===== src/rtl/nibble_serial_adder_if.sv =====
// Operand/result handshake bundle for nibble_serial_adder.
// The ovf wire exists only when NIBBLE_ADDER_OVF_EN is defined.
interface nibble_serial_adder_if #(
  parameter int WIDTH = 16
);
  logic             in_valid;
  logic             in_ready;
  logic [WIDTH-1:0] a;
  logic [WIDTH-1:0] b;
  logic             cin;
  logic             out_valid;
  logic             out_ready;
  logic [WIDTH-1:0] sum;
  logic             cout;

`ifdef NIBBLE_ADDER_OVF_EN
  logic             ovf;

  modport master (
    output in_valid, a, b, cin, out_ready,
    input  in_ready, out_valid, sum, cout, ovf
  );

  modport slave (
    input  in_valid, a, b, cin, out_ready,
    output in_ready, out_valid, sum, cout, ovf
  );
`else
  modport master (
    output in_valid, a, b, cin, out_ready,
    input  in_ready, out_valid, sum, cout
  );

  modport slave (
    input  in_valid, a, b, cin, out_ready,
    output in_ready, out_valid, sum, cout
  );
`endif
endinterface


===== src/rtl/nibble_serial_adder.sv =====
// WIDTH-bit adder that reuses one 4-bit ripple stage over WIDTH/4 cycles, LSB nibble first.
// Optional signed-overflow flag: define NIBBLE_ADDER_OVF_EN.
module nibble_serial_adder #(
  parameter int WIDTH = 16
) (
  input  logic                  clk,
  input  logic                  rst_n,
  nibble_serial_adder_if.slave  bus,
  output logic                  busy,
  output logic [1:0]            state_dbg
);

  // Handshakes: a transfer happens on a rising edge where valid && ready are both high;
  // a valid source holds its payload until that edge, and ready never depends on valid.

  localparam int N  = WIDTH / 4;
  localparam int CW = (N > 1) ? $clog2(N) : 1;

  typedef enum logic [1:0] {
    IDLE = 2'd0,
    RUN  = 2'd1,
    DONE = 2'd2
  } state_t;

  state_t           state;
  logic [WIDTH-1:0] a_r;
  logic [WIDTH-1:0] b_r;
  logic [WIDTH-1:0] sum_r;
  logic [WIDTH-1:0] sum_next;
  logic             carry;
  logic [CW-1:0]    cnt;
  logic             in_ready_r;
  logic             out_valid_r;
  logic             busy_r;
  logic [4:0]       nib;
  logic             last;

  assign nib  = {1'b0, a_r[3:0]} + {1'b0, b_r[3:0]} + {4'd0, carry};
  assign last = (cnt == CW'(N - 1));

  // New nibble enters at the top so the final result lines up after N steps.
  generate
    if (WIDTH > 4) begin : g_wide
      assign sum_next = {nib[3:0], sum_r[WIDTH-1:4]};
    end else begin : g_narrow
      assign sum_next = nib[3:0];
    end
  endgenerate

`ifdef NIBBLE_ADDER_OVF_EN
  logic ovf_r;

  always_ff @(posedge clk or negedge rst_n) begin
    if (!rst_n) begin
      ovf_r <= 1'b0;
    end else if (state == RUN && last) begin
      // At the last step the low nibble of each operand register holds its sign bit.
      ovf_r <= (a_r[3] == b_r[3]) && (nib[3] != a_r[3]);
    end
  end

  assign bus.ovf = ovf_r;
`endif

  always_ff @(posedge clk or negedge rst_n) begin
    if (!rst_n) begin
      state       <= IDLE;
      a_r         <= '0;
      b_r         <= '0;
      sum_r       <= '0;
      carry       <= 1'b0;
      cnt         <= '0;
      in_ready_r  <= 1'b0;
      out_valid_r <= 1'b0;
      busy_r      <= 1'b0;
    end else begin
      case (state)
        IDLE: begin
          in_ready_r <= 1'b1;
          if (bus.in_valid && in_ready_r) begin
            a_r        <= bus.a;
            b_r        <= bus.b;
            carry      <= bus.cin;
            cnt        <= '0;
            in_ready_r <= 1'b0;
            busy_r     <= 1'b1;
            state      <= RUN;
          end
        end
        RUN: begin
          sum_r <= sum_next;
          carry <= nib[4];
          a_r   <= a_r >> 4;
          b_r   <= b_r >> 4;
          cnt   <= cnt + 1'b1;
          if (last) begin
            busy_r      <= 1'b0;
            out_valid_r <= 1'b1;
            state       <= DONE;
          end
        end
        DONE: begin
          // in_ready rises only after the result leaves, so accept never overlaps it.
          if (bus.out_ready) begin
            out_valid_r <= 1'b0;
            in_ready_r  <= 1'b1;
            state       <= IDLE;
          end
        end
        default: begin
          state <= IDLE;
        end
      endcase
    end
  end

  // After the last step the carry register is the carry out of bit WIDTH-1.
  assign bus.in_ready  = in_ready_r;
  assign bus.out_valid = out_valid_r;
  assign bus.sum       = sum_r;
  assign bus.cout      = carry;
  assign busy          = busy_r;
  assign state_dbg     = state;

endmodule


===== src/flat_wrapper.sv =====
// flat-port wrapper written by rule: the top's interface ports become plain ports
module nibble_serial_adder_flat 
#(
  parameter int WIDTH = 16
)
  (clk, rst_n, busy, state_dbg, bus_in_valid, bus_a, bus_b, bus_cin, bus_out_ready, bus_in_ready, bus_out_valid, bus_sum, bus_cout);
  nibble_serial_adder_if #(.WIDTH(WIDTH)) bus_i ();
  input  logic clk;
  input  logic rst_n;
  output logic busy;
  output logic [1:0] state_dbg;
  input wire logic [$bits(bus_i.in_valid)-1:0] bus_in_valid;
  input wire logic [$bits(bus_i.a)-1:0] bus_a;
  input wire logic [$bits(bus_i.b)-1:0] bus_b;
  input wire logic [$bits(bus_i.cin)-1:0] bus_cin;
  input wire logic [$bits(bus_i.out_ready)-1:0] bus_out_ready;
  output wire logic [$bits(bus_i.in_ready)-1:0] bus_in_ready;
  output wire logic [$bits(bus_i.out_valid)-1:0] bus_out_valid;
  output wire logic [$bits(bus_i.sum)-1:0] bus_sum;
  output wire logic [$bits(bus_i.cout)-1:0] bus_cout;
  assign bus_i.in_valid = bus_in_valid;
  assign bus_i.a = bus_a;
  assign bus_i.b = bus_b;
  assign bus_i.cin = bus_cin;
  assign bus_i.out_ready = bus_out_ready;
  assign bus_in_ready = bus_i.in_ready;
  assign bus_out_valid = bus_i.out_valid;
  assign bus_sum = bus_i.sum;
  assign bus_cout = bus_i.cout;
  nibble_serial_adder #(.WIDTH(WIDTH)) u_core (.clk(clk), .rst_n(rst_n), .bus(bus_i), .busy(busy), .state_dbg(state_dbg));
endmodule

===== config.mk =====
export PLATFORM = sky130hd
export DESIGN_NAME = nibble_serial_adder_flat
export DESIGN_NICKNAME = d
export VERILOG_FILES = /design/src/rtl/nibble_serial_adder_if.sv /design/src/rtl/nibble_serial_adder.sv /design/src/flat_wrapper.sv
export SDC_FILE = /design/constraint.sdc
export NUM_CORES = 1
export LEC_CHECK = 0
export ABC_AREA = 1
export ABC_CLOCK_PERIOD_IN_PS = 2050
export CAP_MARGIN = 20
export CORE_UTILIZATION = 45
export DETAILED_ROUTE_END_ITERATION = 8
export GPL_TIMING_DRIVEN = 0
export MAX_ROUTING_LAYER = met4
export PLACE_DENSITY = 0.81
export SLEW_MARGIN = 15
export SYNTH_ARGS = -nofsm -noshare
export SYNTH_HDL_FRONTEND = slang
export SYNTH_SLANG_ARGS = --single-unit
export TNS_END_PERCENT = 50

===== constraint.sdc =====
create_clock -name clk -period 2.05 [get_ports clk]
set_input_delay 0.615 -clock clk [delete_from_list [all_inputs] [get_ports clk]]
set_output_delay 0.615 -clock clk [all_outputs]
set_load 0.02 [all_outputs]

==> results of run 1 <==
## registers in the layout, summed over array words and instances, names as in the netlist
name / cells
u_core.b_r: 16
u_core.state_dbg: 2
u_core.bus.out_valid: 1
u_core.bus.sum: 16
u_core.busy: 1
u_core.cnt: 2
u_core.a_r: 16
u_core.bus.in_ready: 1
u_core.bus.cout: 1
## kinds of logic (layout without fill, tap and decap cells)
logic type,after synthesis,count (layout)
compound gates,67,67
fa+ha+maj,6,6
buf+inv,54,119
flops,56,56
simple gates,128,128
## cell usage in the layout (no fill, tap or decap)
cell type and n:
clkbuf_8 7, buf_6 4, nor2_4 1, o21ai_0 53, ha_1 4, o22ai_1 1
dfrtp_1 56, a21oi_1 1, inv_1 38, nor2_1 7, inv_2 1, dlymetal6s2s_1 2
clkbuf_1 3, clkinv_1 1, buf_2 6, clkdlybuf4s50_1 54, o31ai_1 1, o21ai_2 4
nand2_1 104, fa_1 2, dlygate4sd2_1 1, nand3_1 13, o21ai_1 7, nand2_2 1
buf_4 2, nand2_4 2
## metrics by stage
stage / setup TNS (ps) / utilization [%] / instances
final: 0 / 61.00 / 448
after global routing: 0 / 61.00 / 448
after CTS: 0 / 60.91 / 448
after detailed placement: 0 / 59.19 / 441
after global placement: -71590 / 59.24 / 441
after floorplan: 0 / - / 311
## per-layer routing
layer	vias up	track usage (%)	share of wire, %
met4	0	5.370	1.3
met2	75	35.61	50
met3	11	4.186	4.9
met5	-	-	0
met1	1069	25.21	44
li1	1101	-	-
## what timing repair did
action	in CTS	in global routing
setup endpoints to repair	1	2
endpoints found under the hold margin	0	0
resized for setup	1	2
hold buffers	0	0
## cell type report
| type | count | area (µm²) | area share, % |
|---|---|---|---|
| multi-input cells | 201 | 965.9 | 28.58 |
| plain buffers | 14 | 93.84 | 2.777 |
| flip-flops and latches | 56 | 1401 | 41.47 |
| repair buffers | 58 | 581.8 | 17.22 |
| well taps | 72 | 90.09 | 2.666 |
| clock buffers | 7 | 96.34 | 2.851 |
| inverters | 40 | 150.1 | 4.443 |
## power groups by stage
stage          registers (µW)  clock network, µW  logic, µW
3_5_place_dp             1900                  0       2930
5_1_grt                  1940                693       3290
2_1_floorplan            2080                  0       1740
6_report                 1880                645       2910
4_1_cts                  1880                653       2940
3_3_place_gp             1880                  0       2820
## final timing paths
kind / slack [ps] / from / endpoint / cells past startpoint
max: 120 / u_core.bus.sum[15] / bus_sum[15] / 1
min: 350 / rst_n / u_core.bus.sum[11] / 1
max reg2reg: 270 / u_core.bus.cout / u_core.bus.cout / 8
min reg2reg: 490 / u_core.cnt[1] / u_core.cnt[1] / 2
max in group asynchronous: 1250 / rst_n / u_core.a_r[14] / 1
min in group clk: 490 / u_core.cnt[1] / u_core.cnt[1] / 2
## cells in the mapped netlist
library cell	instances
a21oi_1	1
buf_2	6
buf_4	1
buf_6	4
clkbuf_1	3
clkinv_1	1
dfrtp_1	56
fa_1	2
ha_1	4
inv_1	38
inv_2	1
nand2_1	104
nand2_2	1
nand2_4	2
nand3_1	13
nor2_1	7
nor2_4	1
o21ai_0	53
o21ai_1	7
o21ai_2	4
o22ai_1	1
o31ai_1	1
==> key figures, run 1 <==
Worst setup path
  • Cell family with most CP delay: buffers and inverters
  • CP arrival: 1310 ps
  • Worst-path cell chain: clkdlybuf4s50_1
  • Worst path max stage delay: 620 ps
  • Crit path kind: flip-flop to primary output
  • CP max-delay cell: clkdlybuf4s50_1
  • Kind of end point of the critical path: primary output
  • Critical Path Source Type: flip-flop
  • WP data required: 1430 ps
  • Critical-path maximum fanout: 3
  • Buf+Inv Stages, Crit Path: 1

Outcome
  • Status: finished clean

Final layout
  • Diodes inserted: 0
  • Fill count: 496
  • Final Cell Area: 3379 µm²
  • Area growth syn-to-layout: 29.42%
  • Final #Nets: 419
  • Share of layout cells above drive strength 1: 7.447%

Synth
  • Avg Cell Area, Syn: 8.396 µm²
  • Synth Area in XOR/XNOR: 0%
  • Mux share of post-synthesis cell area: 0%
  • Largest cells by area after synthesis: dfrtp_1 54%, nand2_1 15%, o21ai_0 10%
  • Main combinational cell family by area after synthesis: simple AND/OR/NAND/NOR gates
  • Mapped Nets: 354
  • Post-synthesis compound-gate area fraction: 13.56%
  • Yosys cell types: 22
  • Simple-gate portion of the synthesized area: 19.98%
  • Synth Register Bits: 56
  • Area leader, netlist: dfrtp_1
  • Mapped Cells: 311
  • Post-synth top area share: 53.67%
  • Synth Area in Adders: 3.450%
  • Sequential-to-total area share from yosys stat: 53.67%
  • Syn. warnings: 0
  • Netlist area before placement: 2611 µm²

Power and ir drop
  • Switching pwr: 2387 µW
  • P_int: 3048 µW
  • Leak pwr: 0.001641 µW
  • Sw frac: 43.92%
  • Clock power frac: 11.9%
  • Seq pwr share: 34.6%
  • Worst VDD drop: 0.0007925 V
  • Comb pwr share: 53.5%
  • Tot Pwr: 5436 µW
  • Pwr dens: 1608 nW/µm²

Timing
  • Final setup fails: 0
  • Tmin final: 1930 ps
  • Final setup margin: 120.1 ps
  • Count of pins over their slew limit: 0
  • Least-Margin Pin Slew: 688.1 ps
  • Unrepaired setup endpoints after global routing: false
  • Fin Hold WS: 349.3 ps
  • Fin. Hold Viols: 0
  • Worst Clk Skew: 2.754 ps
  • Worst relative slew slack: 54.13%
  • Final period util: 94.14%
  • Highest Clock Rate: 518.2 MHz

Route
  • Routed vias: 2256
  • Drt wl/cell: 12.60 µm
  • Iter 0 DRT Violations: 120
  • Via-to-Cell Ratio: 5.036
  • Drc violations: 0
  • Final wirelength: 5644 µm
  • First-pass DRT Iterations: 4
  • Final ANT Viol Nets: 0

Job
  • Maxcap violations: 0

Global routing
  • Initial antenna violation count: 0
  • Total grt overflow: 0
  • GRT Resource Usage Total: 20.81%
  • First-pass GRT wire length: 9770 µm
  • Largest net degree at the start of global routing: 57
  • Number of global-route vias before repair: 2261

Clock network
  • Worst skew pair latency: 310 ps
  • CTS H-Tree Depth: 2
  • Root buffer cell: clkbuf_8
  • Clk slew on worst S/H paths: 90 ps
  • Postcts setup bufs: 0
  • Clock buffer depth: 2
  • Clock buffer count from CTS: 5
  • Number of clock sinks: 56
  • TritonCTS clock tree: done

Floorplan
  • Cell Rows: 27
  • Die area: 6111 µm²
  • Chip width: 78.18 µm
  • Starting Density: 47.13%
  • Core area: 5540 µm²
  • Die span in y: 78.18 µm
  • I/O pin count: 59

Place
  • Dpl ws: 46.99 ps
  • DP Wirelength: 4038 µm
  • I/O Buffers: 58
  • Placer Congestion: 0.8065
  • Placed cell area: 3279 µm²

Hold path
  • HP Class: input pin to async pin
No activity file was read; power rests on OpenSTA's default activity.
==> inputs of run 2 (changes only) <==
--- a/config.mk
+++ b/config.mk
@@ -13,6 +13,7 @@
 export GPL_TIMING_DRIVEN = 0
 export MAX_ROUTING_LAYER = met4
 export PLACE_DENSITY = 0.81
+export SETUP_SLACK_MARGIN = 0.3
 export SLEW_MARGIN = 15
 export SYNTH_ARGS = -nofsm -noshare
 export SYNTH_HDL_FRONTEND = slang
==> key figures, run 2 (synthesized netlist as in run 1, its figures left out) <==
Outcome
  • Status: finished clean

Hold path
  • HP Class: input pin to async pin

Timing
  • Final period util: 91.14%
  • Highest Clock Rate: 535.2 MHz
  • Final setup fails: 0
  • Unrepaired setup endpoints after global routing: true
  • Worst relative slew slack: 54.24%
  • Count of pins over their slew limit: 0
  • Fin. Hold Viols: 0
  • Worst Clk Skew: 4.200 ps
  • Tmin final: 1868 ps
  • Least-Margin Pin Slew: 686.4 ps
  • Final setup margin: 181.7 ps

Floorplan
  • Starting Density: 47.13%
  • Die span in y: 78.18 µm
  • Core area: 5540 µm²
  • Die area: 6111 µm²
  • Chip width: 78.18 µm
  • I/O pin count: 59
  • Cell Rows: 27

Clock network
  • Number of clock sinks: 56
  • Clk slew on worst S/H paths: 90 ps
  • Clock buffer depth: 2
  • Clock buffer count from CTS: 5
  • Worst skew pair latency: 310 ps
  • Root buffer cell: clkbuf_8
  • CTS H-Tree Depth: 2
  • Cts hold-fix bufs: 0
  • TritonCTS clock tree: done

Power and ir drop
  • Pwr dens: 1574 nW/µm²
  • Leak pwr: 0.001753 µW
  • Switching pwr: 2382 µW
  • P_int: 2946 µW
  • Sw frac: 44.71%
  • Tot Pwr: 5329 µW
  • Comb pwr share: 53.3%
  • Seq pwr share: 35.2%
  • Worst VDD drop: 0.0006834 V
  • Clock power frac: 11.4%

Place
  • Placer Congestion: 0.8177
  • DP Wirelength: 4136 µm
  • I/O Buffers: 58
  • Dpl ws: 42.47 ps
  • Placed Instances: 441
  • Placed cell area: 3281 µm²

Route
  • Via-to-Cell Ratio: 4.998
  • Final wirelength: 5663 µm
  • Final ANT Viol Nets: 0
  • First-pass DRT Iterations: 4
  • Drc violations: 0
  • Iter 0 DRT Violations: 165
  • Drt wl/cell: 12.61 µm
  • Routed vias: 2244

Worst setup path
  • CP max-delay cell: clkdlybuf4s50_1
  • Critical Path Source Type: flip-flop
  • Kind of end point of the critical path: primary output
  • Worst path max stage delay: 600 ps
  • Cell family with most CP delay: buffers and inverters
  • Worst-path cell chain: clkdlybuf4s50_1
  • Worst setup endpoint: bus_sum[2]
  • CP Launch Point: u_core.bus.sum[2]
  • Critical-path maximum fanout: 2
  • R2R depth: 8
  • R2r endpoint: u_core.bus.cout
  • Flop2flop setup slack: 270 ps
  • Number of cells on the critical path: 1
  • CP arrival: 1250 ps
  • Crit path kind: flip-flop to primary output
  • Reg-to-Reg Start: u_core.bus.cout
  • Buf+Inv Stages, Crit Path: 1
  • WP data required: 1430 ps

Final layout
  • Non-Filler Instances: 449
  • Share of layout cells above drive strength 1: 8.223%
  • Commonest non-fill, non-tap cell in the layout: nand2_1
  • Most frequent cells in the layout: 104 x nand2_1, 54 x dfrtp_1, 53 x o21ai_0
  • Fill count: 517
  • Diodes inserted: 0
  • Area growth syn-to-layout: 29.66%
  • Final Cell Area: 3386 µm²
  • Final #Nets: 419

Global routing
  • Total grt overflow: 0
  • Number of global-route vias before repair: 2284
  • Largest net degree at the start of global routing: 57
  • GRT Resource Usage Total: 21.91%
  • First-pass GRT wire length: 10090 µm
  • Initial antenna violation count: 0

Job
  • Maxcap violations: 0
run 2: final cells by class:
class,instances,area [µm²],share of cell area (%)
buffer,14,93.84,2.772
clock buffer,6,82.58,2.439
clock inverter,2,10.01,0.2956
inverter,40,150.1,4.435
multi-input combinational,201,965.9,28.53
sequential,56,1404,41.46
tap,72,90.09,2.661
timing repair buffer,58,589.3,17.41
run 2: power by group through the flow:
stage               Sequential [µW]  Clock (µW)  Combinational, µW
finish                         1880         609               2840
global route                   1940         687               3220
CTS                            1880         627               2880
detailed placement             1910           0               2920
global placement               1880           0               2820
floorplan                      2080           0               1740
run 2: what timing repair did:
item | 4_1_cts | 5_1_grt
gates cloned | 0 | 0
setup buffers | 0 | 0
endpoints found under the setup margin | 23 | 21
pin swaps | 0 | 0
gates resized for setup | 12 | 10
run 2: worst min-delay path by stage:
stage	from	to	cells after the start
2_1_floorplan	rst_n	u_core.a_r[0]	0
3_3_place_gp	u_core.cnt[1]	u_core.cnt[1]	2
3_5_place_dp	u_core.bus.sum[3]	u_core.bus.sum[3]	2
4_1_cts	rst_n	u_core.a_r[13]	1
5_1_grt	rst_n	u_core.bus.sum[7]	1
6_report	rst_n	u_core.bus.sum[3]	1
run 2: per-layer routing:
layer / global-route usage, % / vias to the layer above / part of all wire, %
li1: - / 1104 / -
met1: 26.98 / 1070 / 44
met4: 6.852 / 0 / 1.5
met5: - / - / 0
met2: 36.23 / 63 / 50
met3: 4.651 / 7 / 4.4
run 2: stage by stage:
stage | hold slack [ps] | utilization [%] | TNS, ps
2_1_floorplan | 319.4 | - | 0
3_3_place_gp | 458.6 | 59.26 | -71840
3_5_place_dp | 467.0 | 59.21 | 0
4_1_cts | 364.8 | 60.66 | 0
5_1_grt | 395.4 | 61.11 | 0
6_report | 347.4 | 61.11 | 0
==> inputs of run 3 (changes only) <==
--- a/config.mk
+++ b/config.mk
@@ -8,6 +8,7 @@
 export ABC_AREA = 1
 export ABC_CLOCK_PERIOD_IN_PS = 2050
 export CAP_MARGIN = 20
+export CORE_MARGIN = 2
 export CORE_UTILIZATION = 45
 export DETAILED_ROUTE_END_ITERATION = 8
 export GPL_TIMING_DRIVEN = 0
==> key figures, run 3 (synthesized netlist as in run 1, its figures left out) <==
Worst setup path
  • Worst-path cell chain: clkdlybuf4s50_1
  • CP arrival: 1260 ps
  • Kind of end point of the critical path: primary output
  • CP max-delay cell: clkdlybuf4s50_1
  • Cell family with most CP delay: buffers and inverters
  • Critical Path Source Type: flip-flop
  • Buf+Inv Stages, Crit Path: 1
  • Crit path kind: flip-flop to primary output
  • Flop2flop setup slack: 270 ps
  • Critical-path maximum fanout: 2
  • Reg-to-Reg Start: u_core.bus.cout
  • R2r endpoint: u_core.bus.cout
  • WP data required: 1430 ps
  • CP Launch Point: u_core.bus.sum[1]
  • Worst path max stage delay: 600 ps
  • R2R depth: 8

Clock network
  • Clock buffer depth: 2
  • CTS H-Tree Depth: 2
  • Clock buffer count from CTS: 5
  • TritonCTS clock tree: done
  • Clk slew on worst S/H paths: 90 ps
  • Root buffer cell: clkbuf_8
  • Number of clock sinks: 56
  • Worst skew pair latency: 300 ps

Power and ir drop
  • Leak pwr: 0.001737 µW
  • Tot Pwr: 5288 µW
  • Pwr dens: 1562 nW/µm²
  • Worst VDD drop: 0.0007319 V

Final layout
  • Fill count: 515
  • Diodes inserted: 0
  • Area growth syn-to-layout: 29.61%
  • Final Cell Area: 3385 µm²
  • Commonest non-fill, non-tap cell in the layout: nand2_1
  • Final #Nets: 419
  • Finished Core Util: 61.09%
  • Most frequent cells in the layout: 104 x nand2_1, 54 x dfrtp_1, 53 x o21ai_0
  • Share of layout cells above drive strength 1: 7.958%

Timing
  • Least-Margin Pin Slew: 689.7 ps
  • Unrepaired setup endpoints after global routing: true
  • Worst Clk Skew: 7.687 ps
  • Final setup fails: 0
  • Highest Clock Rate: 534.3 MHz
  • Tmin final: 1872 ps
  • Final period util: 91.31%
  • Count of pins over their slew limit: 0
  • Fin. Hold Viols: 0
  • Worst relative slew slack: 54.02%

Place
  • DP Wirelength: 3976 µm
  • I/O Buffers: 58
  • Placed cell area: 3281 µm²
  • Placer Congestion: 0.8169

Global routing
  • First-pass GRT wire length: 9328 µm
  • Largest net degree at the start of global routing: 57
  • Total grt overflow: 0
  • M3 GR Usage: 3.034%
  • Met2 Track Usage GR: 31.75%
  • GRT Resource Usage Total: 18.77%
  • Most Crowded Layer GR: met2
  • Initial antenna violation count: 0
  • Met1 Usage GRT: 23.97%
  • Number of global-route vias before repair: 2218

Outcome
  • Status: finished clean

Floorplan
  • I/O pin count: 59
  • Starting Density: 47.13%
  • Core area: 5540 µm²
  • Die span in y: 80.18 µm
  • Chip width: 80.18 µm
  • Cell Rows: 27
  • Die area: 6428 µm²

Hold path
  • HP Class: input pin to async pin

Route
  • Final wirelength: 5440 µm
  • Drt wl/cell: 12.12 µm
  • Drc violations: 0
  • Iter 0 DRT Violations: 87
  • Routed vias: 2207
  • Via-to-Cell Ratio: 4.915
  • Final ANT Viol Nets: 0
  • First-pass DRT Iterations: 4

Job
  • Maxcap violations: 0
[run 3: what timing repair did]
item,CTS,global route
resized for setup,12,9
buffers inserted,0,0
endpoints found under the setup margin,23,18
hold buffers,0,0
[run 3: final cells by class]
type                    instances  area [µm²]  area share [%]
plain buffers                  14       93.84           2.773
flip-flops and latches         56        1404           41.48
inverters                      40       150.1           4.436
well taps                      72       90.09           2.662
clock buffers                   7       86.33           2.551
clock inverters                 1       7.507          0.2218
repair buffers                 58       586.8           17.34
multi-input cells             201       965.9           28.54
[run 3: where the power goes]
group          total, µW  switching (µW)  internal (µW)
logic               2810            1740           1070
registers           1880             266           1610
clock network        607             332            275
total               5290            2340           2950
[run 3: metrics by stage]
stage	cells	hold WS [ps]	TNS (ps)	setup WS, ps
floorplan	311	319.4	0	324.3
global placement	441	458.4	-72200	-1483
detailed placement	441	470.7	0	39.68
CTS	449	375.7	0	158.4
global route	449	403.2	0	136.8
finish	449	351.8	0	178.2
[run 3: worst max-delay path by stage]
| stage | depth (start not counted) | slack [ps] | end |
|---|---|---|---|
| 2_1_floorplan | 8 | 320 | u_core.bus.cout |
| 3_3_place_gp | 1 | -1480 | u_core.bus.cout |
| 3_5_place_dp | 7 | 40 | u_core.b_r[15] |
| 4_1_cts | 1 | 160 | bus_sum[11] |
| 5_1_grt | 1 | 140 | bus_sum[4] |
| 6_report | 1 | 180 | bus_sum[1] |
[run 3: worst reg2reg max path: cells and delay by family, from the launching register on]
family,cells,cell delay [ps]
flip-flops,1,450
adder cells (fa/ha/maj),2,880
AND/OR/NAND/NOR,6,340
[run 3: layer usage]
layer | vias up | wire length [µm]
li1 | 1104 | -
met1 | 1036 | 2511
met2 | 62 | 2615
met3 | 5 | 287
met4 | 0 | 26
met5 | - | 0
